==> src/rtl/bilin_interp_pipe_if.sv <==
// Stream bundle for the linear interpolator: input beat (A, B, k, mode) and result beat.
// The slave modport is the interpolator's view of the bundle; the master modport is its partner's view.
interface bilin_interp_pipe_if #(
    parameter int DATA_W = 8,
    parameter int K_W    = 8,
    parameter int CH     = 3
);
    logic                   in_valid;
    logic                   in_ready;
    logic [K_W-1:0]         k;
    logic [1:0]             mode;
    logic [CH*DATA_W-1:0]   din_a;
    logic [CH*DATA_W-1:0]   din_b;
    logic                   out_valid;
    logic                   out_ready;
    logic [CH*DATA_W-1:0]   dout;

    modport slave (
        input  in_valid, k, mode, din_a, din_b, out_ready,
        output in_ready, out_valid, dout
    );

    modport master (
        output in_valid, k, mode, din_a, din_b, out_ready,
        input  in_ready, out_valid, dout
    );
endinterface

==> src/rtl/bilin_interp_pipe.sv <==
// Per-channel dout = A + round((B-A)*k / 2^K_W), plus nearest/pass modes; 3-cycle latency, 1 beat/clk.
// Backpressure: a single global enable stalls every stage whenever S3 holds a beat and out_ready is low.
module bilin_interp_pipe #(
    parameter int DATA_W = 8,
    parameter int K_W    = 8,
    parameter int CH     = 3
) (
    input  logic                clk,
    input  logic                rst,
    bilin_interp_pipe_if.slave  bus
);
    localparam int DW1 = DATA_W + 1;
    localparam int PW  = DATA_W + K_W + 2;
    localparam int VW  = CH * DATA_W;
    localparam logic signed [PW-1:0] RND = PW'(2 ** (K_W - 1));

    localparam logic [1:0] MODE_LIN  = 2'b00;
    localparam logic [1:0] MODE_NEAR = 2'b01;
    localparam logic [1:0] MODE_A    = 2'b10;

    logic en;

    logic             v1_q, v1_d, v2_q, v2_d, v3_q, v3_d;
    logic [VW-1:0]    a1_q, a1_d, b1_q, b1_d;
    logic [VW-1:0]    a2_q, a2_d, b2_q, b2_d;
    logic [VW-1:0]    dout_q, dout_d;
    logic [K_W-1:0]   k1_q, k1_d;
    logic             k2_msb_q, k2_msb_d;
    logic [1:0]       mode1_q, mode1_d, mode2_q, mode2_d;
    logic [CH*DW1-1:0] d1_q, d1_d;
    logic [CH*PW-1:0]  p2_q, p2_d;

    assign en            = !v3_q || bus.out_ready;
    assign bus.in_ready  = en && !rst;
    assign bus.out_valid = v3_q;
    assign bus.dout      = dout_q;

    always_comb begin
        v1_d     = v1_q;
        v2_d     = v2_q;
        v3_d     = v3_q;
        a1_d     = a1_q;
        b1_d     = b1_q;
        a2_d     = a2_q;
        b2_d     = b2_q;
        k1_d     = k1_q;
        k2_msb_d = k2_msb_q;
        mode1_d  = mode1_q;
        mode2_d  = mode2_q;
        d1_d     = d1_q;
        p2_d     = p2_q;
        dout_d   = dout_q;

        if (en) begin
            // S1: capture the beat (data may load even on a bubble) and form B-A.
            v1_d    = bus.in_valid;
            a1_d    = bus.din_a;
            b1_d    = bus.din_b;
            k1_d    = bus.k;
            mode1_d = bus.mode;
            for (int c = 0; c < CH; c++) begin
                d1_d[c*DW1 +: DW1] = {1'b0, bus.din_b[c*DATA_W +: DATA_W]}
                                   - {1'b0, bus.din_a[c*DATA_W +: DATA_W]};
            end

            // S2: signed product of the difference and the non-negative weight.
            v2_d     = v1_q;
            a2_d     = a1_q;
            b2_d     = b1_q;
            k2_msb_d = k1_q[K_W-1];
            mode2_d  = mode1_q;
            for (int c = 0; c < CH; c++) begin
                p2_d[c*PW +: PW] = PW'($signed(d1_q[c*DW1 +: DW1]))
                                 * PW'($signed({1'b0, k1_q}));
            end

            // S3: round-half-up via bias plus arithmetic shift; result never leaves [A,B].
            v3_d = v2_q;
            for (int c = 0; c < CH; c++) begin
                case (mode2_q)
                    MODE_LIN:  dout_d[c*DATA_W +: DATA_W] = DATA_W'(
                                   $signed(PW'({1'b0, a2_q[c*DATA_W +: DATA_W]}))
                                   + (($signed(p2_q[c*PW +: PW]) + RND) >>> K_W));
                    MODE_NEAR: dout_d[c*DATA_W +: DATA_W] = k2_msb_q ? b2_q[c*DATA_W +: DATA_W]
                                                                     : a2_q[c*DATA_W +: DATA_W];
                    MODE_A:    dout_d[c*DATA_W +: DATA_W] = a2_q[c*DATA_W +: DATA_W];
                    default:   dout_d[c*DATA_W +: DATA_W] = b2_q[c*DATA_W +: DATA_W];
                endcase
            end
        end
    end

    always_ff @(posedge clk) begin
        if (rst) begin
            v1_q     <= 1'b0;
            v2_q     <= 1'b0;
            v3_q     <= 1'b0;
            a1_q     <= '0;
            b1_q     <= '0;
            a2_q     <= '0;
            b2_q     <= '0;
            k1_q     <= '0;
            k2_msb_q <= 1'b0;
            mode1_q  <= '0;
            mode2_q  <= '0;
            d1_q     <= '0;
            p2_q     <= '0;
            dout_q   <= '0;
        end else begin
            v1_q     <= v1_d;
            v2_q     <= v2_d;
            v3_q     <= v3_d;
            a1_q     <= a1_d;
            b1_q     <= b1_d;
            a2_q     <= a2_d;
            b2_q     <= b2_d;
            k1_q     <= k1_d;
            k2_msb_q <= k2_msb_d;
            mode1_q  <= mode1_d;
            mode2_q  <= mode2_d;
            d1_q     <= d1_d;
            p2_q     <= p2_d;
            dout_q   <= dout_d;
        end
    end
endmodule

==> src/flat_wrapper.sv <==
// flat-port wrapper written by rule: the top's interface ports become plain ports
module bilin_interp_pipe_flat 
#(
    parameter int DATA_W = 8,
    parameter int K_W    = 8,
    parameter int CH     = 3
)
  (clk, rst, bus_in_valid, bus_k, bus_mode, bus_din_a, bus_din_b, bus_out_ready, bus_in_ready, bus_out_valid, bus_dout);
  bilin_interp_pipe_if #(.DATA_W(DATA_W), .K_W(K_W), .CH(CH)) bus_i ();
  input  logic clk;
  input  logic rst;
  input wire logic [$bits(bus_i.in_valid)-1:0] bus_in_valid;
  input wire logic [$bits(bus_i.k)-1:0] bus_k;
  input wire logic [$bits(bus_i.mode)-1:0] bus_mode;
  input wire logic [$bits(bus_i.din_a)-1:0] bus_din_a;
  input wire logic [$bits(bus_i.din_b)-1:0] bus_din_b;
  input wire logic [$bits(bus_i.out_ready)-1:0] bus_out_ready;
  output wire logic [$bits(bus_i.in_ready)-1:0] bus_in_ready;
  output wire logic [$bits(bus_i.out_valid)-1:0] bus_out_valid;
  output wire logic [$bits(bus_i.dout)-1:0] bus_dout;
  assign bus_i.in_valid = bus_in_valid;
  assign bus_i.k = bus_k;
  assign bus_i.mode = bus_mode;
  assign bus_i.din_a = bus_din_a;
  assign bus_i.din_b = bus_din_b;
  assign bus_i.out_ready = bus_out_ready;
  assign bus_in_ready = bus_i.in_ready;
  assign bus_out_valid = bus_i.out_valid;
  assign bus_dout = bus_i.dout;
  bilin_interp_pipe #(.DATA_W(DATA_W), .K_W(K_W), .CH(CH)) u_core (.clk(clk), .rst(rst), .bus(bus_i));
endmodule
==> config.mk <==
export PLATFORM = sky130hd
export DESIGN_NAME = bilin_interp_pipe_flat
export DESIGN_NICKNAME = d
export VERILOG_FILES = /design/src/rtl/bilin_interp_pipe_if.sv /design/src/rtl/bilin_interp_pipe.sv /design/src/flat_wrapper.sv
export SDC_FILE = /design/constraint.sdc
export NUM_CORES = 1
export LEC_CHECK = 0
export ABC_CLOCK_PERIOD_IN_PS = 5680
export BUFFER_PORTS_ARGS = -buffer_cell sky130_fd_sc_hd__buf_2
export CAP_MARGIN = 20
export CORE_ASPECT_RATIO = 2
export CORE_MARGIN = 4
export CORE_UTILIZATION = 44
export DETAILED_ROUTE_END_ITERATION = 12
export GPL_ROUTABILITY_DRIVEN = 0
export HOLD_SLACK_MARGIN = 0.08
export PLACE_DENSITY = 0.62
export SKIP_CTS_REPAIR_TIMING = 1
export SLEW_MARGIN = 15
export SYNTH_ARGS = -nofsm -noshare
export SYNTH_HDL_FRONTEND = slang
export SYNTH_SLANG_ARGS = --single-unit
export TNS_END_PERCENT = 30
==> constraint.sdc <==
create_clock -name clk -period 5.68 [get_ports clk]
set_input_delay 0.852 -clock clk [delete_from_list [all_inputs] [get_ports clk]]
set_output_delay 0.852 -clock clk [all_outputs]
set_load 0.01 [all_outputs]
======== Word-level counts from Yosys, hierarchy flattened ========
Index checks and enable logic that the tools add are counted.
cells by class
  $add $sub $neg .......................... 9
  multiply operators ...................... 3
  div/mod/pow operators ................... 0
  order comparisons ....................... 0
  eq/ne operators ......................... 2
  shift-type cells ........................ 0
  muxes and demuxes ....................... 6
  bitwise operators ....................... 0
  reductions and logical operators ........ 5
operators by type and width
  kind                                                                   number
  8-bit one-hot mux with 3 select lines                                  3
  16-bit by 9-bit adder with 16-bit output, second input constant        3
  9-bit by 9-bit multiplier with 18-bit output                           2
  8-bit by 8-bit subtractor with 9-bit output                            3
  8-bit adder                                                            3
  8-bit 2-to-1 mux                                                       3
  9-bit by 9-bit multiplier with 16-bit output                           1
  2-bit by 1-bit equality test with 1-bit output, second input constant  1
  2-bit equality test, second input constant                             1
  1-bit logical NOT                                                      2
  2-bit logical NOT                                                      1
  1-bit logical AND                                                      1
  1-bit logical OR                                                       1
word-level totals
  flip-flop bits (word level) ............. 215
  bits in latches ......................... 0
  memory bits (writable) .................. 0
  ROM bits ................................ 0
  input bits .............................. 62
  output and inout bits ................... 26
  logic and storage cells ................. 39
  memories kept ........................... 0

======== Longest topological paths before layout ========
Gate-level depths: netlist of run 1.
  word-level depth ........................ 3
  gate-level depth with buffers ........... 20
  depth with buffers taken out ............ 18

======== Worst setup path before layout of run 1 ========
Ideal clock, no wire load.
  path kind ............................... reg-to-reg
  start ................................... register u_core.k1_q[2]
  end ..................................... register u_core.p2_q[14]
  setup time .............................. 117 ps
  arrival ................................. 4717 ps
  required time ........................... 5563 ps
  setup slack ............................. 846 ps
  cell stages (with the launch flop) ...... 19
  buffers on the path ..................... 2
  period minus slack after synthesis ...... 4834 ps
  path through ............................ dfxtp_1 clkbuf_1 clkbuf_1 nand2_1 fa_1 inv_1 fa_1 inv_1 fa_1 fa_1 inv_1 ha_1 o21a_1 o21ai_0 o31ai_2 a31oi_4 o21ai_2 or3_1 a32o_1
between the ends
  longest elaborated chain between the ends .. 1
ends and longest elaborated chain
  what                                          RTL line                  text
  start, declared                               bilin_interp_pipe.sv:27   logic [K_W-1:0] k1_q, k1_d;
  start signal, assigned                        bilin_interp_pipe.sv:117  k1_q <= k1_d;
  9-bit by 9-bit multiplier with 18-bit output  bilin_interp_pipe.sv:74   * PW'($signed({1'b0, k1_q}));
  end signal, assigned                          bilin_interp_pipe.sv:122  p2_q <= p2_d;
  end, declared                                 bilin_interp_pipe.sv:31   logic [CH*PW-1:0] p2_q, p2_d;
No other way between the ends.
A chain may end at the register's enable or synchronous reset.

======== Final worst setup path of run 1 ========
Same ends and word-level chain as after synthesis.

==> results.yml, run 1 <==
outcome:
  status: "finished, final reports clean"
final_layout:
  area_delta_synth_final_pct: 8.49
  multi_input_area_um2: 11100
  drive_gt1_share_pct: 7.87
  instances_no_fill: 2486
  final_common_cell: "nand2_1"
  antenna_cells: 0
  layout_common_cells: "nand2_1 (395), inv_1 (286), dfxtp_1 (190), a21oi_1 (187), fa_1 (168)"
  fillers: 3676
  nets: 2378
  ff_latch_area_um2: 3800
floorplan:
  die_height_um: 281
  core_area_um2: 36700
  dieArea_um2: 40500
  start_util_pct: 44.6
  rows: 99
  ioPinCount: 88
  die_w_um: 144
power_and_ir_drop:
  internal_power_mw: 2.90
  powerDensity_nw_per_um2: 268
  switching_share_pct: 38.9
  power_mw: 4.76
  p_leak_nw: 8.51
  pwr-share-comb_pct: 37.2
  p_sw_mw: 1.85
  vdd_drop_max_mv: 0.356
  p_clk_share_pct: 26.7
  pwr-share-seq_pct: 36.2
synth:
  synth_seq_cells: 190
  ys.flop_type: "dfxtp_1"
  netlist_area_um2: 16400
  synth_area_leaders: "dfxtp_1 (23%), fa_1 (21%), ha_1 (9.9%)"
  syn_inst: 2006
  synth_edf_count: 0
  synth_warnings: 0
  syn-num-nets: 2365
  syn_avg_cell_area_um2: 8.16
  synth_top_area_share_pct: 23.2
  yosysTopAreaCell: "dfxtp_1"
  yosysUniqueCellTypes: 63
  seq_area_frac_synth_pct: 23.2
  synth-async-reset-ratio_pct: 0
timing:
  relSlewSlack_pct: 33.0
  setup-tns-final_ns: 0
  fmax_mhz: 199
  period_needed_ns: 5.02
  hold-worst-slack_ns: 0.453
  hold_viol: 0
  grt_setup_unrepaired: "false"
  final_max_slew_viol_count: 0
  max_slew.worst_pin.slew_ns: 1.01
  setup_viol: 0
  clock-skew-final_ns: 0.00962
  period_share_pct: 88.3
drt:
  ant_nets: 0
  vias: 13200
  drt_pass1_iterations: 5
  routedWlPerCell_um: 16.6
  routed_wl_mm: 41.4
  drc: 0
  first_iter_violations: 567
  post_drt_via_cell_ratio: 5.30
global_routing:
  first_global_vias: 13700
  grt_pass1_wl_mm: 69.4
  top_usage_layer: "met2"
  grt.met3_usage_pct: 2.55
  groute.usage.overall_pct: 21.4
  use_met1_pct: 24.8
  grt_max_degree: 181
  grt-ovfl-total: 0
  grt_use_met2_pct: 39.9
  antenna_found_initial: 0
worst_hold_path:
  hp-class: "flip-flop to flip-flop"
  worstHoldPathCells: 2
  hold_end: "u_core.bus.dout[16]"
  hold_start: "u_core.bus.dout[16]"
worst_setup_path:
  max_stage_delay_ns: 0.68
  r2r-start: "u_core.k1_q[2]"
  r2r_slack_ns: 0.66
  cp_top_family: "adder cells"
  crit_chain: "nand2_1 -> fa_1 -> inv_1 -> fa_1 -> inv_1 -> fa_1 -> fa_1 -> inv_1 -> ha_1 -> o21a_1 -> o21ai_0 -> o31ai_2 -> a31oi_4 -> o21ai_2 -> or3_1 -> a32o_1"
  arrival_ns: 5.37
  r2r_cells: 16
  critical_path_class: "flip-flop to flip-flop"
  critPathCaptureType: "flip-flop"
  path_max_fanout: 16
  critPathLaunchType: "flip-flop"
  path_buf_inv: 3
  crit_path_top_delay_cell: "dfxtp_1"
  cpMostUsedCell: "fa_1"
  required_ns: 6.03
  reg2reg_to: "u_core.p2_q[14]"
clock_network:
  clk_path_buf_depth: 2
  root_buffer: "clkbuf_16"
  cts_buffers: 17
  clk_pin_slew_ns: 0.08
  clk_latency_ns: 0.45
  cts-htree-levels: 4
  cts_tree: "built"
  cts.sinks: 190
placed_design:
  port_buffers: 87
  hpwl_mm: 32.4
  dp.cells: 2454
flow_run:
  maxCapViolCount: 0
==> worst min-delay path, delay by kind of cell (launching register included) <==
family | cells | cell delay, ns
AND/OR/NAND/NOR | 1 | 0.05
AO/OA/AOI/OAI | 1 | 0.05
flip-flops | 1 | 0.31
==> cell usage after synthesis (5+ instances only) <==
cell type and instances:
or3_1 12, o21ai_0 44, inv_1 286, nor2b_1 15, nand3b_1 13, xor2_1 31, a21boi_0 7, and2_1 109
buf_1 11, nor3b_1 7, ha_1 129, o22ai_1 9, nand2b_1 8, a21oi_1 187, xnor2_1 43, clkbuf_1 100
or2_2 6, fa_1 168, nor3_1 18, and3_1 5, nand3_1 31, o21bai_1 9, a2111o_1 5, a211oi_1 13
o211ai_1 8, nand2_1 395, o21a_1 6, nor2_1 58, mux2i_1 8, a21o_1 15, a221o_1 8, dfxtp_1 190
==> layout make-up <==
cell class,count,area share (%)
inverter,286,6.04
clock inverter,15,1.16
multi-input combinational,1418,62.4
tap,454,3.20
sequential,190,21.4
timing repair buffer,106,3.38
clock buffer,17,2.40
==> routing by layer <==
metal | share of wire [%] | vias to the layer above | wire, um
met3 | 2.8 | 68 | 1140
met4 | 2.9 | 0 | 1180
met1 | 39 | 6448 | 16300
met5 | 0 | - | 0
met2 | 55 | 241 | 22700
li1 | - | 6417 | -
==> flip-flops by register name, indices dropped and copies added, names as in the netlist <==
register and flops:
u_core.k1_q 8, u_core.mode2_q 2, u_core.b1_q 24, u_core.v1_q 1
u_core.mode1_q 2, u_core.bus.out_valid 1, u_core.b2_q 24, u_core.v2_q 1
u_core.a1_q 24, u_core.k2_msb_q 1, u_core.bus.dout 24, u_core.a2_q 24
u_core.p2_q 27, u_core.d1_q 27
==> worst max path at each step <==
| stage | start | endpoint | cells after the start |
|---|---|---|---|
| 3_5_place_dp | u_core.k1_q[2] | u_core.p2_q[14] | 16 |
| 2_1_floorplan | u_core.k1_q[2] | u_core.p2_q[14] | 18 |
| 6_report | u_core.k1_q[2] | u_core.p2_q[14] | 16 |
| 5_1_grt | u_core.k1_q[2] | u_core.p2_q[14] | 16 |
| 4_1_cts | u_core.k1_q[2] | u_core.p2_q[14] | 16 |
| 3_3_place_gp | u_core.k1_q[2] | u_core.p2_q[14] | 16 |
==> metrics by stage <==
step           setup slack [ns]  utilization [%]  cell area [um^2]
4_1_cts                   0.670             48.4             17800
5_1_grt                   0.382             48.4             17800
6_report                  0.662             48.4             17800
3_5_place_dp              0.708             46.7             17100
2_1_floorplan             0.846                -             16400
3_3_place_gp              0.770             46.7             17100
==> power by group through the flow <==
stage / Sequential [mW] / Clock, mW / Combinational (mW)
floorplan: 1.67 / 0 / 1.35
finish: 1.72 / 1.27 / 1.77
detailed placement: 1.74 / 0 / 1.78
CTS: 1.72 / 1.30 / 1.80
global route: 1.75 / 1.35 / 2.04
global placement: 1.74 / 0 / 1.74
==> logic make-up after synthesis <==
family | Yosys count | share of synthesized area, %
adders and majority gates | 297 | 30.4
xor gates and xnor gates | 74 | 3.96
DFF | 190 | 23.2
muxes | 12 | 0.833
AOI/OAI and AO/OA | 348 | 13.1
and+or+nand+nor | 687 | 19.3
buffers and inverters | 398 | 9.17
Note: power is estimated with default switching activity, not from simulation.
==> run 2: changes to the inputs <==
--- a/config.mk
+++ b/config.mk
@@ -6,15 +6,15 @@
 export NUM_CORES = 1
 export LEC_CHECK = 0
 export ABC_CLOCK_PERIOD_IN_PS = 5680
-export BUFFER_PORTS_ARGS = -buffer_cell sky130_fd_sc_hd__buf_2
 export CAP_MARGIN = 20
 export CORE_ASPECT_RATIO = 2
 export CORE_MARGIN = 4
 export CORE_UTILIZATION = 44
 export DETAILED_ROUTE_END_ITERATION = 12
+export DONT_BUFFER_PORTS = 1
 export GPL_ROUTABILITY_DRIVEN = 0
 export HOLD_SLACK_MARGIN = 0.08
-export PLACE_DENSITY = 0.62
+export PLACE_DENSITY = 0.6
 export SKIP_CTS_REPAIR_TIMING = 1
 export SLEW_MARGIN = 15
 export SYNTH_ARGS = -nofsm -noshare
==> run 2 against run 1 <==
Net effect:
- via count is 2.5% lower
- sequential share of layout area is 0.64 points higher
- register-to-register slack lost 0.11 ns
- flip-flop and latch count did not move
- utilization down 1.4 points
- global-route usage down 0.16 points
- setup slack lost 0.11 ns
- sequential power up 2%
- hold slack lost 0.0020 ns
- wire length barely moved
- critical path type unchanged
- largest cell class unchanged
==> results.yml, run 2 (synthesized netlist as in run 1, its figures left out) <==
outcome:
  status: "finished, final reports clean"
worst_setup_path:
  critical_path_class: "flip-flop to flip-flop"
  critPathLaunchType: "flip-flop"
  r2r_slack_ns: 0.55
  critPathCaptureType: "flip-flop"
  required_ns: 6.03
  arrival_ns: 5.47
  path_max_fanout: 18
floorplan:
  start_util_pct: 44.6
  die_height_um: 281
  core_area_um2: 36700
  ioPinCount: 88
  die_w_um: 144
  dieArea_um2: 40500
  rows: 99
timing:
  relSlewSlack_pct: 36.8
  period_share_pct: 90.3
  max_slew.worst_pin.slew_ns: 0.947
  hold-worst-slack_ns: 0.451
  hold_viol: 0
  setup_viol: 0
  setup_ws_ns: 0.553
  grt_setup_unrepaired: "false"
  period_needed_ns: 5.13
  clock-skew-final_ns: 0.0121
  final_max_slew_viol_count: 0
  fmax_mhz: 195
  setup-tns-final_ns: 0
clock_network:
  root_buffer: "clkbuf_16"
  clk_pin_slew_ns: 0.08
  cts_buffers: 17
  cts.sinks: 190
  clk_latency_ns: 0.46
  cts_tree: "built"
  cts-htree-levels: 4
  clk_path_buf_depth: 2
drt:
  first_iter_violations: 625
  vias: 12800
  drt_pass1_iterations: 6
  ant_nets: 0
  routedWlPerCell_um: 17.3
  post_drt_via_cell_ratio: 5.36
  drc: 0
  routed_wl_mm: 41.4
final_layout:
  fillers: 3730
  area_delta_synth_final_pct: 5.35
  ff_latch_area_um2: 3800
  final_common_cell: "nand2_1"
  multi_input_area_um2: 11100
  layout_common_cells: "nand2_1 (395), inv_1 (286), dfxtp_1 (190), a21oi_1 (187), fa_1 (168)"
  instances_no_fill: 2397
  largestRegisters: "u_core.d1_q: 27 flops, u_core.p2_q: 27 flops"
  nets: 2287
  drive_gt1_share_pct: 3.45
global_routing:
  grt_use_met2_pct: 38.7
  antenna_found_initial: 1
  first_global_vias: 13200
  groute.usage.overall_pct: 21.2
  use_met1_pct: 24.4
  grt.met3_usage_pct: 3.13
  grt_pass1_wl_mm: 67.8
  grt_max_degree: 191
  grt-ovfl-total: 0
  top_usage_layer: "met2"
power_and_ir_drop:
  power_mw: 4.58
  vdd_drop_max_mv: 0.276
  powerDensity_nw_per_um2: 266
  p_leak_nw: 8.10
flow_run:
  maxCapViolCount: 0
placed_design:
  hpwl_mm: 32.1
  preCtsSetupSlack_ns: 0.542
  port_buffers: 0
  dp.cells: 2363
worst_hold_path:
  hp-class: "flip-flop to flip-flop"
[run 2: layout make-up]
class / instances / share of cell area, %
inverters: 286 / 6.22
well taps: 454 / 3.29
repair buffers: 15 / 0.798
multi-input cells: 1418 / 64.2
diodes: 2 / 0.0290
clock inverters: 14 / 0.863
clock buffers: 18 / 2.49
flip-flops and latches: 190 / 22.1
[run 2: worst max-delay path, stage by stage, from the launching register on]
cell and delay [ns]:
dfxtp_1 0.76, nand2_1 0.18, fa_1 0.58, inv_1 0.05, fa_1 0.51, inv_1 0.05, fa_1 0.47, fa_1 0.54
inv_1 0.04, ha_1 0.32, o21a_1 0.12, o21ai_0 0.31, o31ai_2 0.14, a31oi_4 0.27, o21ai_2 0.10, or3_1 0.31
a32o_1 0.26
[run 2: where the power goes]
part           total (mW)  switching, mW  internal (mW)
combinational        1.63          0.893          0.739
clock                1.19          0.603          0.586
sequential           1.76          0.249           1.51
[run 2: final timing paths]
path | start | end | cells past startpoint
worst max-delay path | u_core.k1_q[2] | u_core.p2_q[14] | 16
worst max register to register | u_core.k1_q[2] | u_core.p2_q[14] | 16
worst min register to register | u_core.b1_q[23] | u_core.b1_q[23] | 2
worst min-delay path | u_core.b1_q[23] | u_core.b1_q[23] | 2
[run 2: through the flow]
step	instance area [um^2]	utilization, %
finish	17200	47.0
global route	17200	47.0
global placement	16700	45.4
CTS	17200	47.0
detailed placement	16700	45.4
floorplan	16400	-
[run 2: metal layers]
metal | routed length (um) | share of wire [%]
met1 | 15900 | 39
met2 | 22300 | 54
met3 | 1540 | 3.7
met4 | 1560 | 3.8
met5 | 0 | 0
==> run 3: changes to the inputs <==
--- a/config.mk
+++ b/config.mk
@@ -5,6 +5,7 @@
 export SDC_FILE = /design/constraint.sdc
 export NUM_CORES = 1
 export LEC_CHECK = 0
+export ABC_AREA = 1
 export ABC_CLOCK_PERIOD_IN_PS = 5680
 export CAP_MARGIN = 20
 export CORE_ASPECT_RATIO = 2
@@ -16,7 +17,6 @@
 export HOLD_SLACK_MARGIN = 0.08
 export PLACE_DENSITY = 0.6
 export SKIP_CTS_REPAIR_TIMING = 1
-export SLEW_MARGIN = 15
 export SYNTH_ARGS = -nofsm -noshare
 export SYNTH_HDL_FRONTEND = slang
 export SYNTH_SLANG_ARGS = --single-unit
==> run 3 against run 2 <==
Net effect:
- critical path type unchanged
- synthesized area grew 4.2%
- die area grew 4.0%
- final cell count grew 19%
- wire length grew 13%
- combinational power grew 13%
- sequential share of layout area shrank 0.94 points
- setup slack gained 0.31 ns
- global-route usage grew 1.2 points
- clock skew grew 0.0015 ns
==> results.yml, run 3 <==
worst_setup_path:
  critPathCaptureType: "flip-flop"
  crit_path_top_delay_cell: "dfxtp_1"
  crit_chain: "nand2_1 -> inv_1 -> fa_1 -> inv_1 -> fa_1 -> fa_1 -> fa_1 -> inv_1 -> ha_1 -> nand2_1 -> nor4_1 -> a21oi_1 -> nand2_1 -> nand3_1 -> nand2_1 -> inv_1"
  reg2reg_to: "u_core.p2_q[15]"
  path_max_fanout: 20
  r2r-start: "u_core.k1_q[2]"
  critical_path_class: "flip-flop to flip-flop"
  r2r_cells: 16
  r2r_slack_ns: 0.87
  critPathLaunchType: "flip-flop"
  worstSetupStartpoint: "u_core.k1_q[2]"
  arrival_ns: 5.16
  max_stage_delay_ns: 0.86
  required_ns: 6.02
drt:
  drt_pass1_iterations: 5
  ant_nets: 0
  first_iter_violations: 632
  routedWlPerCell_um: 16.3
  drc: 0
  post_drt_via_cell_ratio: 5.06
  routed_wl_mm: 46.5
  vias: 14400
placed_design:
  hpwl_mm: 37.0
  placed_area_um2: 17400
  port_buffers: 0
power_and_ir_drop:
  p_sw_mw: 1.98
  vdd_drop_max_mv: 0.238
  pwr-share-comb_pct: 38.5
  p_leak_nw: 9.98
  pwr-share-seq_pct: 36.6
  power_mw: 4.77
  switching_share_pct: 41.6
  p_clk_share_pct: 24.9
  powerDensity_nw_per_um2: 265
  internal_power_mw: 2.79
timing:
  period_share_pct: 84.8
  fmax_mhz: 208
  final_max_slew_viol_count: 0
  setup_viol: 0
  clock-skew-final_ns: 0.0136
  grt_setup_unrepaired: "false"
  relSlewSlack_pct: 29.7
  hold_viol: 0
  setup-tns-final_ns: 0
  hold-worst-slack_ns: 0.467
  period_needed_ns: 4.81
  max_slew.worst_pin.slew_ns: 1.05
global_routing:
  grt_pass1_wl_mm: 75.7
  antenna_found_initial: 0
  grt-ovfl-total: 0
  grt_max_degree: 71
  groute.usage.overall_pct: 22.4
  first_global_vias: 14800
clock_network:
  clk_pin_slew_ns: 0.07
  clk_latency_ns: 0.45
  cts-htree-levels: 4
  clk_path_buf_depth: 2
  cts_buffers: 17
  root_buffer: "clkbuf_16"
  cts_tree: "built"
  cts.sinks: 190
synth:
  synth_fa_ha_area_share_pct: 29.2
  ys.flop_type: "dfxtp_1"
  synth_seq_cells: 190
  netlist_area_um2: 17100
  synth_simple_gate_area_share_pct: 19.4
  synth_top_area_share_pct: 22.3
  synth_common_cells: "nand2_1 (617), inv_1 (589), dfxtp_1 (190)"
  seq_area_frac_synth_pct: 22.3
  synth_area_leaders: "dfxtp_1 (22%), fa_1 (20%), nand2_1 (14%)"
  syn_avg_cell_area_um2: 7.16
  synth_xor_area_share_pct: 2.00
  yosysTopAreaCell: "dfxtp_1"
  yosysMostFrequentCell: "nand2_1"
  synth-async-reset-ratio_pct: 0
  synth_warnings: 0
  yosysUniqueCellTypes: 41
  synth_mux_area_share_pct: 0
  syn-num-nets: 2740
  syn_inst: 2381
  synth_edf_count: 0
  synth_compound_area_share_pct: 11.5
  synth_top_family_by_area: "adder cells"
worst_hold_path:
  hold_end: "u_core.b2_q[12]"
  hold_start: "u_core.b2_q[12]"
  worstHoldPathCells: 2
  hp-class: "flip-flop to flip-flop"
floorplan:
  die_height_um: 286
  core_area_um2: 38200
  start_util_pct: 44.7
  die_w_um: 147
  rows: 101
  dieArea_um2: 42200
  ioPinCount: 88
outcome:
  status: "finished, final reports clean"
final_layout:
  area_delta_synth_final_pct: 5.62
  final_common_cell: "nand2_1"
  drive_gt1_share_pct: 3.00
  nets: 2681
  layout_common_cells: "nand2_1 (617), inv_1 (589), dfxtp_1 (190), fa_1 (168), ha_1 (129)"
  final_area_um2: 18000
  final_util_pct: 47.2
  antenna_cells: 0
  largestRegisters: "u_core.d1_q: 27 flops, u_core.p2_q: 27 flops"
flow_run:
  maxCapViolCount: 0
## run 3: changes by cell type after synthesis, sizes merged, moves of 35 or more
cell	previous run	this run
a21oi	187	101
inv	286	594
and2	109	0
o22ai	9	69
nand3	31	66
clkbuf	100	54
o21ai	45	125
nand2	395	624
## run 3: how the worst max path moves through the flow
stage | cells after the start | end | slack [ns]
6_report | 16 | u_core.p2_q[15] | 0.87
5_1_grt | 16 | u_core.p2_q[15] | 0.53
4_1_cts | 16 | u_core.p2_q[15] | 0.84
3_5_place_dp | 16 | u_core.p2_q[15] | 0.87
3_3_place_gp | 18 | u_core.p2_q[15] | 0.90
2_1_floorplan | 19 | u_core.p2_q[51] | 1.26
## run 3: area by class of cell
class	instances	area, um^2
Timing Repair Buffer	19	143
Clock buffer	17	425
Fill cell	3927	20100
Inverter	596	2240
Multi-Input combinational cell	1498	10600
Tap cell	515	644
Sequential cell	190	3800
Clock inverter	14	149
## run 3: kinds of logic (layout without fill, tap and decap cells)
kind of cell | count (synthesis) | count (layout)
AO/OA/AOI/OAI | 344 | 344
XOR/XNOR | 39 | 39
adder cells (fa/ha/maj) | 297 | 297
buffers and inverters | 693 | 646
flip-flops | 190 | 190
AND/OR/NAND/NOR | 818 | 818
## run 3: stage by stage
| stage | std cells | setup slack (ns) |
|---|---|---|
| global placement | 2818 | 0.903 |
| global route | 2849 | 0.527 |
| detailed placement | 2818 | 0.868 |
| floorplan | 2381 | 1.26 |
| CTS | 2849 | 0.844 |
| finish | 2849 | 0.865 |
## run 3: worst max-delay path, delay by kind of cell, from the launching register on
| kind | cells | cell delay (ns) |
|---|---|---|
| AOI/OAI and AO/OA | 1 | 0.13 |
| adders and majority gates | 5 | 2.38 |
| buffers and inverters | 4 | 0.47 |
| DFF | 1 | 0.86 |
| and+or+nand+nor | 6 | 0.85 |
## run 3: per-layer routing
metal,global-route usage [%],vias up,routed length (um)
li1,-,7117,-
met1,24.6,6873,17800
met2,42.9,320,25000
met3,2.23,110,1480
met4,10.4,0,2200
met5,0,-,0
## run 3: power groups by stage
stage               clock network, mW  registers [mW]  logic (mW)
floorplan                           0            1.64        1.45
global placement                    0            1.77        1.81
detailed placement                  0            1.77        1.82
CTS                              1.21            1.74        1.86
global route                     1.26            1.77        2.12
finish                           1.19            1.75        1.84
